==> config.mk <==
export PLATFORM = sky130hd
export DESIGN_NAME = servo_ramp_ctrl_flat
export DESIGN_NICKNAME = d
export VERILOG_FILES = /design/src/rtl/servo_ramp_ctrl_if.sv /design/src/rtl/servo_ramp_ctrl.sv /design/src/flat_wrapper.sv
export SDC_FILE = /design/constraint.sdc
export NUM_CORES = 1
export LEC_CHECK = 0
export ABC_AREA = 1
export CAP_MARGIN = 20
export CORE_AREA = 2 2 127 129
export DETAILED_ROUTE_END_ITERATION = 6
export DIE_AREA = 0 0 129 131
export MAX_ROUTING_LAYER = met4
export SETUP_SLACK_MARGIN = 0.05
export SYNTH_ARGS = -nofsm -noshare
export SYNTH_HDL_FRONTEND = slang
export SYNTH_SLANG_ARGS = --single-unit
==> constraint.sdc <==
create_clock -name clk -period 5.07 [get_ports clk]
set_input_delay 1.2675 -clock clk [delete_from_list [all_inputs] [get_ports clk]]
set_output_delay 1.2675 -clock clk [all_outputs]
set_load 0.05 [all_outputs]
==> src/rtl/servo_ramp_ctrl_if.sv <==
// Command port of the servo ramp sequencer: host writes per-channel target and slew step.
interface servo_ramp_ctrl_if #(
  parameter int NCH = 4
);
  localparam int CW = $clog2(NCH);

  logic          cmd_valid;
  logic          cmd_ready;
  logic [CW-1:0] cmd_ch;
  logic [7:0]    cmd_target;
  logic [3:0]    cmd_step;

  modport master (output cmd_valid, cmd_ch, cmd_target, cmd_step, input cmd_ready);
  modport slave  (input cmd_valid, cmd_ch, cmd_target, cmd_step, output cmd_ready);
endinterface

==> src/rtl/servo_ramp_ctrl.sv <==
// Multi-channel servo duty sequencer: once per frame, each channel's duty slews toward its
// commanded target by at most its step, one channel per clock.
module servo_ramp_ctrl #(
  parameter int clk_hz    = 25000000,
  parameter int cyc_hz    = 50,
  parameter int NCH       = 4,
  parameter int INIT_DUTY = 128
) (
  input  logic                 clk,
  input  logic                 rst,
  input  logic                 enable,
  servo_ramp_ctrl_if.slave     cmd,
  output logic [NCH*8-1:0]     duty_flat,
  output logic [NCH-1:0]       moving,
  output logic                 frame_tick,
  output logic                 pdm_en
);
  localparam int FRAME = clk_hz / cyc_hz;
  localparam int CW    = $clog2(NCH);
  localparam int FCW   = $clog2(FRAME);
  localparam logic [FCW-1:0] FRAME_LAST = FCW'(FRAME - 1);
  localparam logic [CW-1:0]  LAST_CH    = CW'(NCH - 1);
  localparam logic [7:0]     INIT       = 8'(INIT_DUTY);

  // The sweep must finish before the next tick can start another one.
  if (FRAME <= NCH + 1) begin : g_frame_chk
    $error("servo_ramp_ctrl: frame length must exceed NCH+1 clocks");
  end

  typedef enum logic {IDLE, UPDATE} state_t;

  state_t        state, state_next;
  logic [CW-1:0] idx, idx_next;
  logic [FCW-1:0] frame_cnt;
  logic          ready;
  logic          fire;

  logic [7:0] duty   [NCH];
  logic [7:0] target [NCH];
  logic [3:0] step   [NCH];

  // Move cur toward tgt by at most stp, clamping at tgt (9-bit math, never wraps).
  function automatic logic [7:0] step_toward(input logic [7:0] cur, input logic [7:0] tgt,
                                             input logic [3:0] stp);
    logic [8:0] up;
    logic [8:0] gap;
    up  = {1'b0, cur} + {5'd0, stp};
    gap = {1'b0, cur} - {1'b0, tgt};
    if (cur < tgt)
      return (up > {1'b0, tgt}) ? tgt : up[7:0];
    else if (cur > tgt)
      return (gap <= {5'd0, stp}) ? tgt : (cur - {4'd0, stp});
    return cur;
  endfunction

  always_ff @(posedge clk) begin
    if (!rst) frame_cnt <= '0;
    else if (frame_tick) frame_cnt <= '0;
    else frame_cnt <= frame_cnt + FCW'(1);
  end

  assign frame_tick = (frame_cnt == FRAME_LAST);

  always_ff @(posedge clk) begin
    if (!rst) pdm_en <= 1'b0;
    else pdm_en <= enable;
  end

  always_ff @(posedge clk) begin
    if (!rst) begin
      state <= IDLE;
      idx   <= '0;
    end else begin
      state <= state_next;
      idx   <= idx_next;
    end
  end

  always_comb begin
    state_next = state;
    idx_next   = idx;
    ready      = 1'b0;
    case (state)
      IDLE: begin
        ready = rst;
        if (frame_tick) begin
          state_next = UPDATE;
          idx_next   = '0;
        end
      end
      UPDATE: begin
        idx_next = idx + CW'(1);
        if (idx == LAST_CH) state_next = IDLE;
      end
      default: state_next = IDLE;
    endcase
  end

  assign cmd.cmd_ready = ready;
  assign fire          = cmd.cmd_valid && ready;

  // Commands only land in IDLE and sweep writes only in UPDATE, so they never collide.
  always_ff @(posedge clk) begin
    if (!rst) begin
      for (int k = 0; k < NCH; k++) begin
        duty[k]   <= INIT;
        target[k] <= INIT;
        step[k]   <= 4'd0;
      end
    end else begin
      if (fire) begin
        target[cmd.cmd_ch] <= cmd.cmd_target;
        step[cmd.cmd_ch]   <= cmd.cmd_step;
        if (cmd.cmd_step == 4'd0) duty[cmd.cmd_ch] <= cmd.cmd_target;
      end
      if (state == UPDATE) duty[idx] <= step_toward(duty[idx], target[idx], step[idx]);
    end
  end

  for (genvar k = 0; k < NCH; k++) begin : g_out
    assign duty_flat[8*k +: 8] = duty[k];
    assign moving[k]           = (duty[k] != target[k]);
  end
endmodule

==> src/flat_wrapper.sv <==
// flat-port wrapper written by rule: the top's interface ports become plain ports
module servo_ramp_ctrl_flat 
#(
  parameter int clk_hz    = 25000000,
  parameter int cyc_hz    = 50,
  parameter int NCH       = 4,
  parameter int INIT_DUTY = 128
)
  (clk, rst, enable, duty_flat, moving, frame_tick, pdm_en, cmd_cmd_valid, cmd_cmd_ch, cmd_cmd_target, cmd_cmd_step, cmd_cmd_ready);
  servo_ramp_ctrl_if #(.NCH(NCH)) cmd_i ();
  input  logic clk;
  input  logic rst;
  input  logic enable;
  output logic [NCH*8-1:0] duty_flat;
  output logic [NCH-1:0] moving;
  output logic frame_tick;
  output logic pdm_en;
  input wire logic [$bits(cmd_i.cmd_valid)-1:0] cmd_cmd_valid;
  input wire logic [$bits(cmd_i.cmd_ch)-1:0] cmd_cmd_ch;
  input wire logic [$bits(cmd_i.cmd_target)-1:0] cmd_cmd_target;
  input wire logic [$bits(cmd_i.cmd_step)-1:0] cmd_cmd_step;
  output wire logic [$bits(cmd_i.cmd_ready)-1:0] cmd_cmd_ready;
  assign cmd_i.cmd_valid = cmd_cmd_valid;
  assign cmd_i.cmd_ch = cmd_cmd_ch;
  assign cmd_i.cmd_target = cmd_cmd_target;
  assign cmd_i.cmd_step = cmd_cmd_step;
  assign cmd_cmd_ready = cmd_i.cmd_ready;
  servo_ramp_ctrl #(.clk_hz(clk_hz), .cyc_hz(cyc_hz), .NCH(NCH), .INIT_DUTY(INIT_DUTY)) u_core (.clk(clk), .rst(rst), .enable(enable), .cmd(cmd_i), .duty_flat(duty_flat), .moving(moving), .frame_tick(frame_tick), .pdm_en(pdm_en));
endmodule
==> results.md <==
* CTS Root Cell: clkbuf_16
* Post-synth net total at 880
* NetSw at 607.5 uW
* Global Route Usage Sum at 24.88%
* CTS max path bufs at 2
* Area grow syn2layout at 16.10%
* Vias per inst at 5.292
* Setup slack, reg-to-reg at 0.56 ns
* Normalized max-slew margin at 57.07%
* Met3 Use GR at 3.298%
* DP Area at 7624 sq um
* Pwr per Cell Area at 262.8 nW/um^2
* Clock Skew at 0.007842 ns
* Sequential area share after synthesis at 42.44%
* Number of flops mapped to enable cells by yosys at 80
* # setup viols final at 0
* Num Clock Sinks at 105
* RSZ-0062 raised after global routing: false
* CTS clk-pin slew, worst paths at 0.07 ns
* Synth Area in XOR/XNOR at 5.506%
* Worst Hold End: u_core.frame_cnt[0]
* DRC at 0
* CORE AREA at 15600 sq um
* Yosys cell types at 50
* Hold Crit Start: u_core.frame_cnt[0]
* Row cnt at 46
* Synth Area in Compound Gates at 8.762%
* First-pass GRT wire length at 30.28 mm
* Port bufs at 56
* Worst-Skew Late Latency at 0.35 ns
* Reg2Reg Depth at 20
* Crit-path max FO at 30
* Status: finished clean
* Dpl cells at 1090
* Design area at 7941 sq um
* Final worst slack at 0.5607 ns
* Max Fclk at 221.8 MHz
* CP endpoint kind: register
* Synth Warn # at 0
* Post-synthesis adder-cell area fraction at 6.365%
* Post-CTS Setup Bufs at 0
* Switching fraction of total power at 29.11%
* DRT Wirelength at 19.82 mm
* Pins Over Slew Limit at 0
* Hold WC Path Type: register to register
* Drt initial violations at 540
* Reg-to-reg endpoint: u_core.duty[0][1]
* Met2 usage at 37.41%
* Synth Area in Simple Gates at 28.59%
* GPL Wtd Cong at 0.9660
* Fin cells at 1106
* Overall power at 2.087 mW
* Clock buffer count from CTS at 9
* Initial Utilization at 43.86%
* Internal power at 1.479 mW
* Hold Buf Count CTS at 0
* Worst Max-Slew Pin Slew at 0.6424 ns
* DIE HEIGHT at 131 um
* Post_cts resized at 0
* Pin count of the biggest net entering global routing at 36
* Async set-reset flop share out of synthesis at 0%
* Drt wl/cell at 17.92 um
* Maxcap violations at 0
* Total gr overflow at 0
* Diodes inserted at 0
* Tcrit/Tclk final at 88.94%
* Setup WS pre-CTS at 0.5023 ns
* Die width at 129 um
* ANT nets after route at 0
* Largest family of logic cells by synthesized area: simple AND/OR/NAND/NOR gates
* Crit path launch type: register
* Initial antenna violation count at 0
* Syn_area_per_cell at 8.251 sq um
* Syn Std Cell Area at 6840 sq um
* Reg power frac at 47.4%
* Post-Route Utilization at 50.91%
* Data arrival, critical path at 4.59 ns
* Fin nets at 936
* Tmin final at 4.509 ns
* Fillcell total at 1485
* Number of synthesized register bits at 105
* Power share of the clock group at 34.6%
* Share of layout cells above drive strength 1 at 9.551%
* WS Path Type: register to register
* Drt pass-1 iters at 5
* Post-synth top flop: edfxtp_1
* Via count at 5853
* Max IR drop VDD at 0.1314 mV
* Hold Vio Cnt, Final at 0
* Proportion of synthesized area in mux cells at 0%
* H-tree depth at 3
* Detail Placement HPWL at 15.37 mm
* CTS tree: built
* Total I/O pin count at 57
* Lkg Pwr at 3.435 nW
* Critical Path RT at 5.15 ns
* Die ar. at 16900 sq um
* Vias in the first global route at 5254
* Post-Synthesis Cells at 829
* Gr busiest metal: met2
* GR met1 Demand/Resource at 34.91%
* Hold path depth at 1
* WHS at 0.4560 ns
* Gate power share at 17.9%
* Final setup TNS at 0 ns
[sequential cells by signal, summed over array words and instances (netlist names), named ones only]
signal / count
u_core.duty: 32
u_core.target: 32
u_core.frame_cnt: 19
u_core.step: 16
u_core.idx: 2
u_core.pdm_en: 1
u_core.state: 1
[worst max path at each step]
stage | start | end | slack, ns
global route | register | u_core.duty[2][7] | 0.12
CTS | register | u_core.duty[0][6] | 0.48
floorplan | register | u_core.duty[0][7] | 1.07
finish | register | u_core.duty[0][1] | 0.56
global placement | register | u_core.duty[0][7] | 0.60
detailed placement | register | u_core.duty[0][1] | 0.50
[cell families after synthesis]
kind of cell             after synthesis
flip-flops                           105
XOR/XNOR                              43
AO/OA/AOI/OAI                        101
buffers and inverters                137
adder cells (fa/ha/maj)               33
AND/OR/NAND/NOR                      410
[cells in the final DEF, fill, tap and decap left out, types with 4 or more instances in the layout]
| cell | synthesis | final |
|---|---|---|
| nand2_2 | 15 | 15 |
| nor2_4 | 5 | 5 |
| nand2_1 | 178 | 178 |
| xnor2_1 | 26 | 26 |
| nand3_2 | 8 | 8 |
| or4_1 | 4 | 4 |
| nand4_1 | 12 | 12 |
| o22ai_1 | 4 | 4 |
| buf_4 | 2 | 9 |
| inv_1 | 108 | 108 |
| inv_2 | 7 | 7 |
| a21oi_1 | 50 | 50 |
| clkbuf_16 | 0 | 9 |
| edfxtp_1 | 80 | 80 |
| nor4_1 | 7 | 6 |
| xor2_1 | 17 | 17 |
| clkdlybuf4s50_1 | 0 | 56 |
| nor3_1 | 7 | 7 |
| a32o_1 | 6 | 6 |
| ha_1 | 30 | 30 |
| a32oi_1 | 5 | 4 |
| nand3_1 | 66 | 66 |
| nor2_1 | 89 | 89 |
| o21ai_0 | 25 | 25 |
| dfxtp_1 | 25 | 24 |
[metal layers]
| metal | wire (um) | vias up |
|---|---|---|
| li1 | - | 2867 |
| met1 | 9015 | 2702 |
| met2 | 8773 | 251 |
| met3 | 1397 | 33 |
| met4 | 630 | 0 |
| met5 | 0 | - |
[cell type report]
| type | count | area (sq um) | share of cell area, % |
|---|---|---|---|
| clock inverters | 7 | 78.83 | 0.9926 |
| multi-input cells | 587 | 3386 | 42.63 |
| well taps | 216 | 270.3 | 3.403 |
| flip-flops and latches | 105 | 2904 | 36.57 |
| clock buffers | 9 | 225.2 | 2.836 |
| repair buffers | 65 | 628.1 | 7.909 |
| inverters | 117 | 449.2 | 5.656 |
[cells in the mapped netlist, types with 8 or more instances]
cell / count / area (sq um)
xor2_1: 17 / 148.9
nand2_1: 178 / 668.1
nand4_1: 12 / 75.07
xnor2_1: 26 / 227.7
nor2_1: 89 / 334.1
a21oi_1: 50 / 250.2
edfxtp_1: 80 / 2402
nand2_2: 15 / 93.84
dfxtp_1: 25 / 500.5
nand3_1: 66 / 330.3
o21ai_0: 25 / 125.1
inv_1: 108 / 405.4
nand3_2: 8 / 80.08
clkbuf_1: 8 / 30.03
ha_1: 30 / 375.4
[power groups by stage]
stage          clock network (mW)  registers (mW)  logic (mW)
6_report                    0.723           0.990       0.374
5_1_grt                     0.763           0.993       0.411
4_1_cts                     0.728           0.990       0.371
3_5_place_dp                    0            1.01       0.370
3_3_place_gp                    0            1.01       0.370
2_1_floorplan                   0            1.03       0.231
[critical path, stage by stage (launching register included)]
cell	delay, ns
dfxtp_1	0.56
inv_2	0.32
a32oi_1	0.47
inv_1	0.13
ha_1	0.40
inv_1	0.13
a21oi_1	0.08
o21ai_2	0.23
nand2_1	0.11
xor2_1	0.22
inv_1	0.07
ha_1	0.30
nand2_1	0.10
nor4_2	0.43
nand2_4	0.15
nand2_4	0.14
nand2_1	0.06
nand3_1	0.08
nand3_2	0.07
nand2_2	0.12
a21oi_1	0.08
Power figures use the tool's default switching activity.
==> edit (same settings) <==
Reset style: asynchronous (`rst`), changed in 4 clocked blocks.
--- a/src/rtl/servo_ramp_ctrl.sv
+++ b/src/rtl/servo_ramp_ctrl.sv
@@ -54,5 +54,5 @@
   endfunction
 
-  always_ff @(posedge clk) begin
+  always_ff @(posedge clk or negedge rst) begin
     if (!rst) frame_cnt <= '0;
     else if (frame_tick) frame_cnt <= '0;
@@ -62,10 +62,10 @@
   assign frame_tick = (frame_cnt == FRAME_LAST);
 
-  always_ff @(posedge clk) begin
+  always_ff @(posedge clk or negedge rst) begin
     if (!rst) pdm_en <= 1'b0;
     else pdm_en <= enable;
   end
 
-  always_ff @(posedge clk) begin
+  always_ff @(posedge clk or negedge rst) begin
     if (!rst) begin
       state <= IDLE;
@@ -101,5 +101,5 @@
 
   // Commands only land in IDLE and sweep writes only in UPDATE, so they never collide.
-  always_ff @(posedge clk) begin
+  always_ff @(posedge clk or negedge rst) begin
     if (!rst) begin
       for (int k = 0; k < NCH; k++) begin
Function: differs if rst is asserted again (counterexample within 4 cycles, from zero or initial values and one cycle with rst low); with rst held inactive, the same outputs for 10 cycles.
==> edit against the original RTL <==
Clock skew up 0.0010 ns. Routed wire length up 7.2%. Worst setup slack better by 0.21 ns. Via count up 15%. Synthesized area up 5.7%. Sequential cell count down 2. Final area up 3.8%. Core utilization up 1.9 points. Sequential share of layout area down 5.2 points.
Power is not compared: it rests on default switching activity, and its combinational part moved more than twofold at a synthesized area within 25%.
==> edit: results (changes against the original RTL) <==
status:
  run_status: "finished clean"  # unchanged
routing:
  wire_length_per_cell_after_detailed_routing_um: 16.6  # was 17.9 um
  vias_per_cell: 5.26  # was 5.29
  drt_first_iter_violations: 517  # was 540
  routed_wl_met3_mm: 1.01  # was 1.40 mm
  routed_wirelength_mm: 21.2  # was 19.8 mm
  wirelength_met1_mm: 10.0  # was 9.02 mm
  route.met2.wl_mm: 9.67  # was 8.77 mm
placement:
  dpl-instance-area_um2: 7960  # was 7620 um^2
  dp_slack_ns: 0.826  # was 0.502 ns
  dp_cells: 1265  # was 1090
  place.gp.congestion: 0.972  # was 0.966
  detailed_place_hpwl_mm: 16.5  # was 15.4 mm
synth:
  synth_async_reset_ratio: 1.00  # was 0
  synth_common_cells: "nand2_1, inv_1, dfrtp_1"  # was nand2_1, inv_1, nor2_1
  synth.net_count: 1071  # was 880
  ys.warnings.count: 0  # unchanged
  synth_sequential_area_ratio: 0.358  # was 0.424
  syn-instance-count: 1017  # was 829
  yosys_most_used_dff: "dfrtp_1"  # was edfxtp_1
  synthTopCellsByArea: "dfrtp_1, nand2_1, inv_1"  # was edfxtp_1, nand2_1, dfxtp_1
  yosys.cell_types.count: 47  # was 50
timing:
  max_slew.worst_pin.slew_ns: 0.766  # was 0.642 ns
  hold_slack_ns: 0.459  # was 0.456 ns
  timing.clock.skew_ns: 0.00884  # was 0.00784 ns
  maxClockFrequency_mhz: 233  # was 222 MHz
setup_path:
  worstPathArrival_ns: 4.57  # was 4.59 ns
  critPathTopFamily: "simple AND/OR/NAND/NOR gates"  # unchanged
  cp_slowest_stage_delay_ns: 0.58  # was 0.56 ns
  worstRegToRegCells: 24  # was 20
  setup.worst_path.end: "u_core.duty_flat[29]"  # was u_core.duty[0][1]
  setup.reg_to_reg.worst_slack_ns: 0.77  # was 0.56 ns
  worstPathMaxFanout: 59  # was 30
  worst_path_max_delay_cell: "a32oi_1"  # was dfxtp_1
clock_tree:
  worstSkewPairLatency_ns: 0.37  # was 0.35 ns
  tritoncts.num_buffers: 9  # unchanged
  post_cts_resized: 0  # unchanged
  cts_max_path_buffers: 2  # unchanged
  cts.root.buffer_cell: "clkbuf_16"  # unchanged
hold_path:
  worstHoldEndpoint: "u_core.frame_cnt[0]"  # unchanged
  worst_hold_launch: "u_core.frame_cnt[0]"  # unchanged
global_route:
  grt_start_max_net_pins: 60  # was 36
  first_global_vias: 6312  # was 5254
  grt_first_pass_wirelength_mm: 34.4  # was 30.3 mm
  grt.total_usage: 0.274  # was 0.249
  grt_use_met2: 0.430  # was 0.374
  grt_util_met3: 0.0476  # was 0.0330
cells_and_area:
  fraction_of_final_layout_cells_sized_beyond_drive_strength_1: 0.0836  # was 0.0955
## edit: changes by cell type after synthesis, moves of 7 or more
cell,before,now
a211oi_1,2,11
a21oi_1,50,80
clkbuf_1,8,17
dfrtp_1,0,95
dfstp_2,0,8
dfxtp_1,25,0
edfxtp_1,80,0
inv_1,108,147
nand2_1,178,278
nand3_2,8,15
nand4_1,12,21
nor2_1,89,53
o21ai_0,25,76
xnor2_1,26,6
## edit: final cells by class
type | count | area, um^2
fill | 1571 | 7350
clock inverter | 6 | 51.3
multi-input combinational | 722 | 3880
timing repair buffer | 66 | 633
clock buffer | 10 | 229
sequential | 103 | 2590
inverter | 158 | 593
tap | 216 | 270
## edit: cell families after synthesis
kind of cell    synth area share
flops                      0.358
buf+inv                    0.107
fa+ha+maj                 0.0654
simple gates               0.303
xor+xnor                  0.0242
compound gates             0.142
## edit: power by group
part	switching (mW)	internal, mW	leakage, nW
sequential	0.103	0.939	1.22
combinational	0.803	0.415	2.72
clock	0.347	0.342	0.139
